<file path="src/rtl/generation_controller_pkg.sv">
// Shared types and constants for the Conway generation controller.
package generation_controller_pkg;

    // Controller states; the values are also the STATE debug encoding.
    typedef enum logic [2:0] {
        ST_IDLE   = 3'd0,
        ST_ARMED  = 3'd1,
        ST_WAIT   = 3'd2,
        ST_SETTLE = 3'd3,
        ST_COMMIT = 3'd4,
        ST_HALTED = 3'd5
    } gen_state_e;

    // The grid calculator needs at least one cycle after LOAD_RUN rises.
    localparam int CALC_LATENCY_MIN = 1;

    // Debug encoding of a state for the STATE port.
    function automatic logic [2:0] state_code(gen_state_e s);
        return 3'(s);
    endfunction

endpackage

</file>
<file path="src/rtl/generation_controller_step_timer.sv">
// Loadable down-counter shared by the WAIT and SETTLE phases.
// expire is high while the count sits at 1 (the last cycle of a phase).
module step_timer #(
    parameter int W = 16
) (
    input  logic         CLK,
    input  logic         RESET,
    input  logic         load,
    input  logic [W-1:0] load_val,
    input  logic         en,
    output logic         expire
);

    logic [W-1:0] count;

    // Load takes priority; otherwise count down while enabled, never below 0.
    always_ff @(posedge CLK or negedge RESET) begin
        if (!RESET)                   count <= '0;
        else if (load)                count <= load_val;
        else if (en && count != '0)   count <= count - 1'b1;
    end

    assign expire = (count == W'(1));

endmodule

</file>
<file path="src/rtl/generation_controller.sv">
// Sequences the Conway system memory through load and run modes.
// Optional feature macro: GENCTRL_STABLE_HALT_EN (halt when the next grid
// equals the current one).
module generation_controller
    import generation_controller_pkg::*;
#(
    parameter int DATA_SIZE    = 64,
    parameter int PERIOD_WIDTH = 16,
    parameter int GEN_WIDTH    = 16,
    parameter int CALC_LATENCY = 2
) (
    input  logic                    CLK,
    input  logic                    RESET,
    input  logic                    LOAD_VALID,
    output logic                    LOAD_READY,
    input  logic                    START,
    input  logic                    STOP,
    input  logic                    SINGLE_STEP,
    input  logic [PERIOD_WIDTH-1:0] PERIOD,
    input  logic [GEN_WIDTH-1:0]    GEN_LIMIT,
    output logic                    WRITE_ENABLE,
    output logic                    LOAD_RUN,
    output logic                    BUSY,
    output logic                    DONE,
    output logic [GEN_WIDTH-1:0]    GEN_COUNT,
    output logic [2:0]              STATE
`ifdef GENCTRL_STABLE_HALT_EN
    ,
    input  logic [DATA_SIZE-1:0]    GRID_IN,
    input  logic [DATA_SIZE-1:0]    MEM_OUT,
    output logic                    STABLE
`endif
);

    if (CALC_LATENCY < CALC_LATENCY_MIN || DATA_SIZE < 1) begin : g_param_check
        $error("generation_controller: CALC_LATENCY must be >= 1 and DATA_SIZE >= 1");
    end

    gen_state_e state, state_n;
    logic [PERIOD_WIDTH-1:0] period_eff, tmr_val;
    logic [GEN_WIDTH-1:0] cnt_inc;
    logic tmr_load, tmr_en, tmr_expire;
    logic clr_cnt, inc_cnt, done_n, stop_set, flags_clr, single_set;
    logic stop_flag, single_flag, stable_hit, stable_set;

    assign period_eff = (PERIOD == '0) ? PERIOD_WIDTH'(1) : PERIOD;
    assign cnt_inc    = (&GEN_COUNT) ? GEN_COUNT : GEN_COUNT + 1'b1;

`ifdef GENCTRL_STABLE_HALT_EN
    assign stable_hit = (GRID_IN == MEM_OUT);
`else
    assign stable_hit = 1'b0;
`endif

    step_timer #(.W(PERIOD_WIDTH)) u_timer (
        .CLK      (CLK),
        .RESET    (RESET),
        .load     (tmr_load),
        .load_val (tmr_val),
        .en       (tmr_en),
        .expire   (tmr_expire)
    );

    // State register.
    always_ff @(posedge CLK or negedge RESET) begin
        if (!RESET) state <= ST_IDLE;
        else        state <= state_n;
    end

    // Next-state and per-cycle control decode.
    always_comb begin
        state_n    = state;
        tmr_load   = 1'b0;
        tmr_val    = '0;
        tmr_en     = 1'b0;
        clr_cnt    = 1'b0;
        inc_cnt    = 1'b0;
        done_n     = 1'b0;
        stop_set   = 1'b0;
        flags_clr  = 1'b0;
        single_set = 1'b0;
        stable_set = 1'b0;
        case (state)
            ST_IDLE, ST_HALTED: begin
                if (LOAD_VALID) begin
                    state_n   = ST_ARMED;
                    clr_cnt   = 1'b1;
                    flags_clr = 1'b1;
                end else if (state == ST_HALTED && STOP) begin
                    state_n = ST_ARMED;
                end
            end
            ST_ARMED: begin
                if (LOAD_VALID) begin
                    clr_cnt   = 1'b1;
                    flags_clr = 1'b1;
                end else if (STOP) begin
                    state_n = ST_ARMED;
                end else if (START) begin
                    state_n  = ST_WAIT;
                    tmr_load = 1'b1;
                    tmr_val  = period_eff;
                end else if (SINGLE_STEP) begin
                    state_n    = ST_SETTLE;
                    single_set = 1'b1;
                    tmr_load   = 1'b1;
                    tmr_val    = PERIOD_WIDTH'(CALC_LATENCY);
                end
            end
            ST_WAIT: begin
                if (STOP) begin
                    state_n = ST_ARMED;
                end else if (tmr_expire) begin
                    state_n  = ST_SETTLE;
                    tmr_load = 1'b1;
                    tmr_val  = PERIOD_WIDTH'(CALC_LATENCY);
                end else begin
                    tmr_en = 1'b1;
                end
            end
            ST_SETTLE: begin
                // A pause request is deferred so the generation is never torn.
                stop_set = STOP;
                if (tmr_expire) state_n = ST_COMMIT;
                else            tmr_en  = 1'b1;
            end
            ST_COMMIT: begin
                inc_cnt   = 1'b1;
                flags_clr = 1'b1;
                if (stable_hit) begin
                    state_n    = ST_HALTED;
                    done_n     = 1'b1;
                    stable_set = 1'b1;
                end else if (GEN_LIMIT != '0 && cnt_inc == GEN_LIMIT) begin
                    state_n = ST_HALTED;
                    done_n  = 1'b1;
                end else if (single_flag || stop_flag) begin
                    state_n = ST_ARMED;
                end else begin
                    state_n  = ST_WAIT;
                    tmr_load = 1'b1;
                    tmr_val  = period_eff;
                end
            end
            default: state_n = ST_IDLE;
        endcase
    end

    // Generation count, done pulse and pause/single-step flags.
    always_ff @(posedge CLK or negedge RESET) begin
        if (!RESET) begin
            GEN_COUNT   <= '0;
            DONE        <= 1'b0;
            stop_flag   <= 1'b0;
            single_flag <= 1'b0;
        end else begin
            DONE <= done_n;
            if (clr_cnt)      GEN_COUNT <= '0;
            else if (inc_cnt) GEN_COUNT <= cnt_inc;
            if (flags_clr) begin
                stop_flag   <= 1'b0;
                single_flag <= 1'b0;
            end else begin
                if (stop_set)   stop_flag   <= 1'b1;
                if (single_set) single_flag <= 1'b1;
            end
        end
    end

`ifdef GENCTRL_STABLE_HALT_EN
    // STABLE latches on a stable-grid halt and clears on the next load.
    always_ff @(posedge CLK or negedge RESET) begin
        if (!RESET)          STABLE <= 1'b0;
        else if (clr_cnt)    STABLE <= 1'b0;
        else if (stable_set) STABLE <= 1'b1;
    end
`else
    logic unused_stable;
    assign unused_stable = stable_set;
`endif

    assign LOAD_READY   = (state == ST_IDLE) || (state == ST_ARMED) || (state == ST_HALTED);
    assign LOAD_RUN     = (state == ST_WAIT) || (state == ST_SETTLE) || (state == ST_COMMIT);
    assign BUSY         = LOAD_RUN;
    assign WRITE_ENABLE = (LOAD_READY & LOAD_VALID) | (state == ST_COMMIT);
    assign STATE        = state_code(state);

endmodule

</file>
<file path="config.mk">
export PLATFORM = sky130hd
export DESIGN_NAME = generation_controller
export DESIGN_NICKNAME = d
export VERILOG_FILES = /design/src/rtl/generation_controller_pkg.sv /design/src/rtl/generation_controller_step_timer.sv /design/src/rtl/generation_controller.sv
export SDC_FILE = /design/constraint.sdc
export NUM_CORES = 1
export LEC_CHECK = 0
export ABC_AREA = 1
export CORE_UTILIZATION = 55
export CTS_CLUSTER_SIZE = 14
export DETAILED_ROUTE_END_ITERATION = 8
export GPL_TIMING_DRIVEN = 0
export HOLD_SLACK_MARGIN = 0.08
export PLACE_DENSITY = 0.86
export SYNTH_ARGS = -nofsm -noshare
export SYNTH_HDL_FRONTEND = slang
export SYNTH_SLANG_ARGS = --single-unit
</file>
<file path="constraint.sdc">
create_clock -name CLK -period 5.27 [get_ports CLK]
set_clock_uncertainty 0.15 [all_clocks]
set_input_delay 0.7905 -clock CLK [delete_from_list [all_inputs] [get_ports CLK]]
set_output_delay 0.7905 -clock CLK [all_outputs]
set_load 0.03 [all_outputs]
</file>
==> run metrics <==
status=finished, final reports clean; total die area=6430 sq um; global route overflow=0; CP max-delay cell=clkdlybuf4s50_1; XOR/XNOR Fraction of Synth Area=0.0391; WL final=10.1 mm; Post-Syn Area=3360 sq um; WL per Instance=14.8 um; sequential area share after synthesis=0.283; CP Depth=6; post-synth top area share=0.283; worst r2r src=GEN_COUNT[0]$_DFFE_PN0P_; critical path data required time=4330 ps; Synth Area in Simple Gates=0.475; Layout area overhead=24.6%; leakage power total=0.00199 uW; TNS Setup=0 ps; post_cts resized=0; DP Area=4050 sq um; worst reg2reg path depth=19; post-synthesis cell type count=33; DRT iter0 DRCs=430; post-CTS setup buffer count=0; most frequent CP cell=clkbuf_1; synth warn=0; Post-Synth Adder-Cell Area=0.0112; Slew Limit Fails=0; Core Rows=28; Layout fillers=512; max incr delay on CP=770 ps; Post-Syn Instances=541; n_diodes=0; commonest cells in the netlist=176 x nand2_1, 70 x inv_1, 46 x nor2_1; f_max=231 MHz; Via density=5.74; crit-path cells=clkbuf_1 -> nor3_2 -> inv_1 -> o21ai_1 -> clkbuf_1 -> clkdlybuf4s50_1; post-synthesis net count=582; Post-synth EDFFs=0; clock sink total=38; routed via count=3,925; Initial Util=0.568; Compound-Gate Fraction of Synth Area=0.0837; Detailed Routing Iterations Pass 1=5; CTS Buf Count=5; post-synthesis mux area share=0; largest net degree at the start of global routing=39; CTS clk-pin slew, worst paths=80 ps; share of cells above drive strength 1=0.0739; CTS tree=built; RSZ-0062 raised after global routing=no; Hold Buf Count CTS=0; Post-synth ARST share=1.00; Hold WS=351 ps; Hold Violations, Final=0; VDD IR max=0.390 mV; Syn Area/Cell=6.21 sq um; CP arrival=3380 ps; vias in the first global route=3,448; r2r endpoint=u_timer.count[15]$_DFFE_PN0P_; Worst Setup Start Kind=flop; Ports=62; gpl congestion=0.943; Worst Hold Depth=2; die span in x=80.2 um; Top delay family on crit path=buffers and inverters; drc violations=0; Hold EP=u_timer.count[12]$_DFFE_PN0P_; Final ANT Viol Nets=0; Root Driver=clkbuf_8; buffers plus inverters on the worst setup path=4; initial antenna violation count=0; PD cells=385 nW/um^2; measured slew at the worst slew-check pin=878 ps; area leader, netlist=dfrtp_1; insertion delay to the later sink of the worst-skew pair=300 ps; Slew HR=0.414; critical path class=flop to primary output; min-delay worst type=flop to flop; all-layer global routing usage=0.329; crit share post-route=0.820; CP Capture Type=primary output; #FFs+latches synth=38; ranking of synthesized cells by area=dfrtp_1 28%, nand2_1 20%, inv_1 7.8%; post-DP HPWL=7.65 mm; minimum clock period=4320 ps; design area=4190 sq um; total core area=5920 sq um; CTS max path bufs=2; CP Max Fanout=10; final core occ=0.708; hold path startpoint=u_timer.count[12]$_DFFE_PN0P_; largest family of logic cells by synthesized area=simple AND/OR/NAND/NOR gates; top-count cell post-synth=nand2_1; r2r setup slk=2250 ps; htree depth=2; Port Buffers=60; Final #Nets=649; Max-Cap Viols=0; Die Height=80.2 um; final setup fails=0; Synth Flop Type=dfrtp_1; first-pass GRT wire length=16.3 mm
[power by group]
group	total, uW	switching, uW	internal [uW]
Sequential	455	86.6	368
Clock	309	119	190
Combinational	850	538	313
[routing by layer]
layer	wire length [um]	part of all wire	vias up	GRT usage
met2	4420	0.44	217	0.494
met5	0	0	-	0
met3	1010	0.10	15	0.0693
met4	131	0.013	0	0.102
li1	-	-	1903	-
met1	4560	0.45	1790	0.469
[final cells by class]
class                   instances  area (sq um)  share of cell area
multi-input cells             414          2050               0.488
flip-flops and latches         38           951               0.227
repair buffers                 60           596               0.142
inverters                      72           270              0.0645
plain buffers                  17          95.1              0.0227
well taps                      75          93.8              0.0224
clock buffers                   5          68.8              0.0164
clock inverters                 3          68.8              0.0164
[worst max path at each step]
| stage | from | to |
|---|---|---|
| after floorplan | LOAD_VALID | WRITE_ENABLE |
| after global placement | LOAD_VALID | WRITE_ENABLE |
| after detailed placement | LOAD_VALID | WRITE_ENABLE |
| after CTS | STATE[1]$_DFFE_PN0P_ | WRITE_ENABLE |
| after global routing | STATE[1]$_DFFE_PN0P_ | WRITE_ENABLE |
| final | STATE[1]$_DFFE_PN0P_ | WRITE_ENABLE |
[worst reg2reg max path, stage by stage, from the launching register on]
cell	delay [ps]
dfrtp_1	440
ha_1	240
nand2_1	100
nor2_4	140
nand2_2	150
nor2_4	160
inv_2	70
buf_6	150
nand3_1	130
nand2_1	70
nor2_1	90
nand2_1	60
nor2_1	150
nand3_2	160
nand3_2	140
nand2_4	110
nor2_4	110
buf_6	170
nand2_1	90
nand2_1	80
[per-stage QoR]
| stage | total power [uW] | setup slack, ps | cells |
|---|---|---|---|
| after detailed placement | 1280 | 1150 | 676 |
| final | 1610 | 949 | 684 |
| after global routing | 1730 | 771 | 684 |
| after CTS | 1600 | 975 | 684 |
| after global placement | 1260 | 1200 | 676 |
| after floorplan | 1040 | 2320 | 541 |
[kinds of logic after synthesis]
| logic type | Yosys count |
|---|---|
| adders and majority gates | 3 |
| xor gates and xnor gates | 15 |
| DFF | 38 |
| buffers and inverters | 89 |
| AOI/OAI and AO/OA | 50 |
| and+or+nand+nor | 346 |
[state kept, by name (all words and copies together), names as in the netlist]
name,flops
STATE,3
u_timer.count,16
GEN_COUNT,16
DONE,1
stop_flag,1
single_flag,1
[layout by cell type (no fill, tap or decap), drive strengths merged, types with 13 or more instances in the layout]
cell           count
nand2            189
nor2              53
clkbuf            16
inv               72
nor3              18
nand3             40
o21ai             25
a21oi             13
nand4             27
dfrtp             38
clkdlybuf4s50     59
Note: power is estimated with default switching activity, not from simulation.
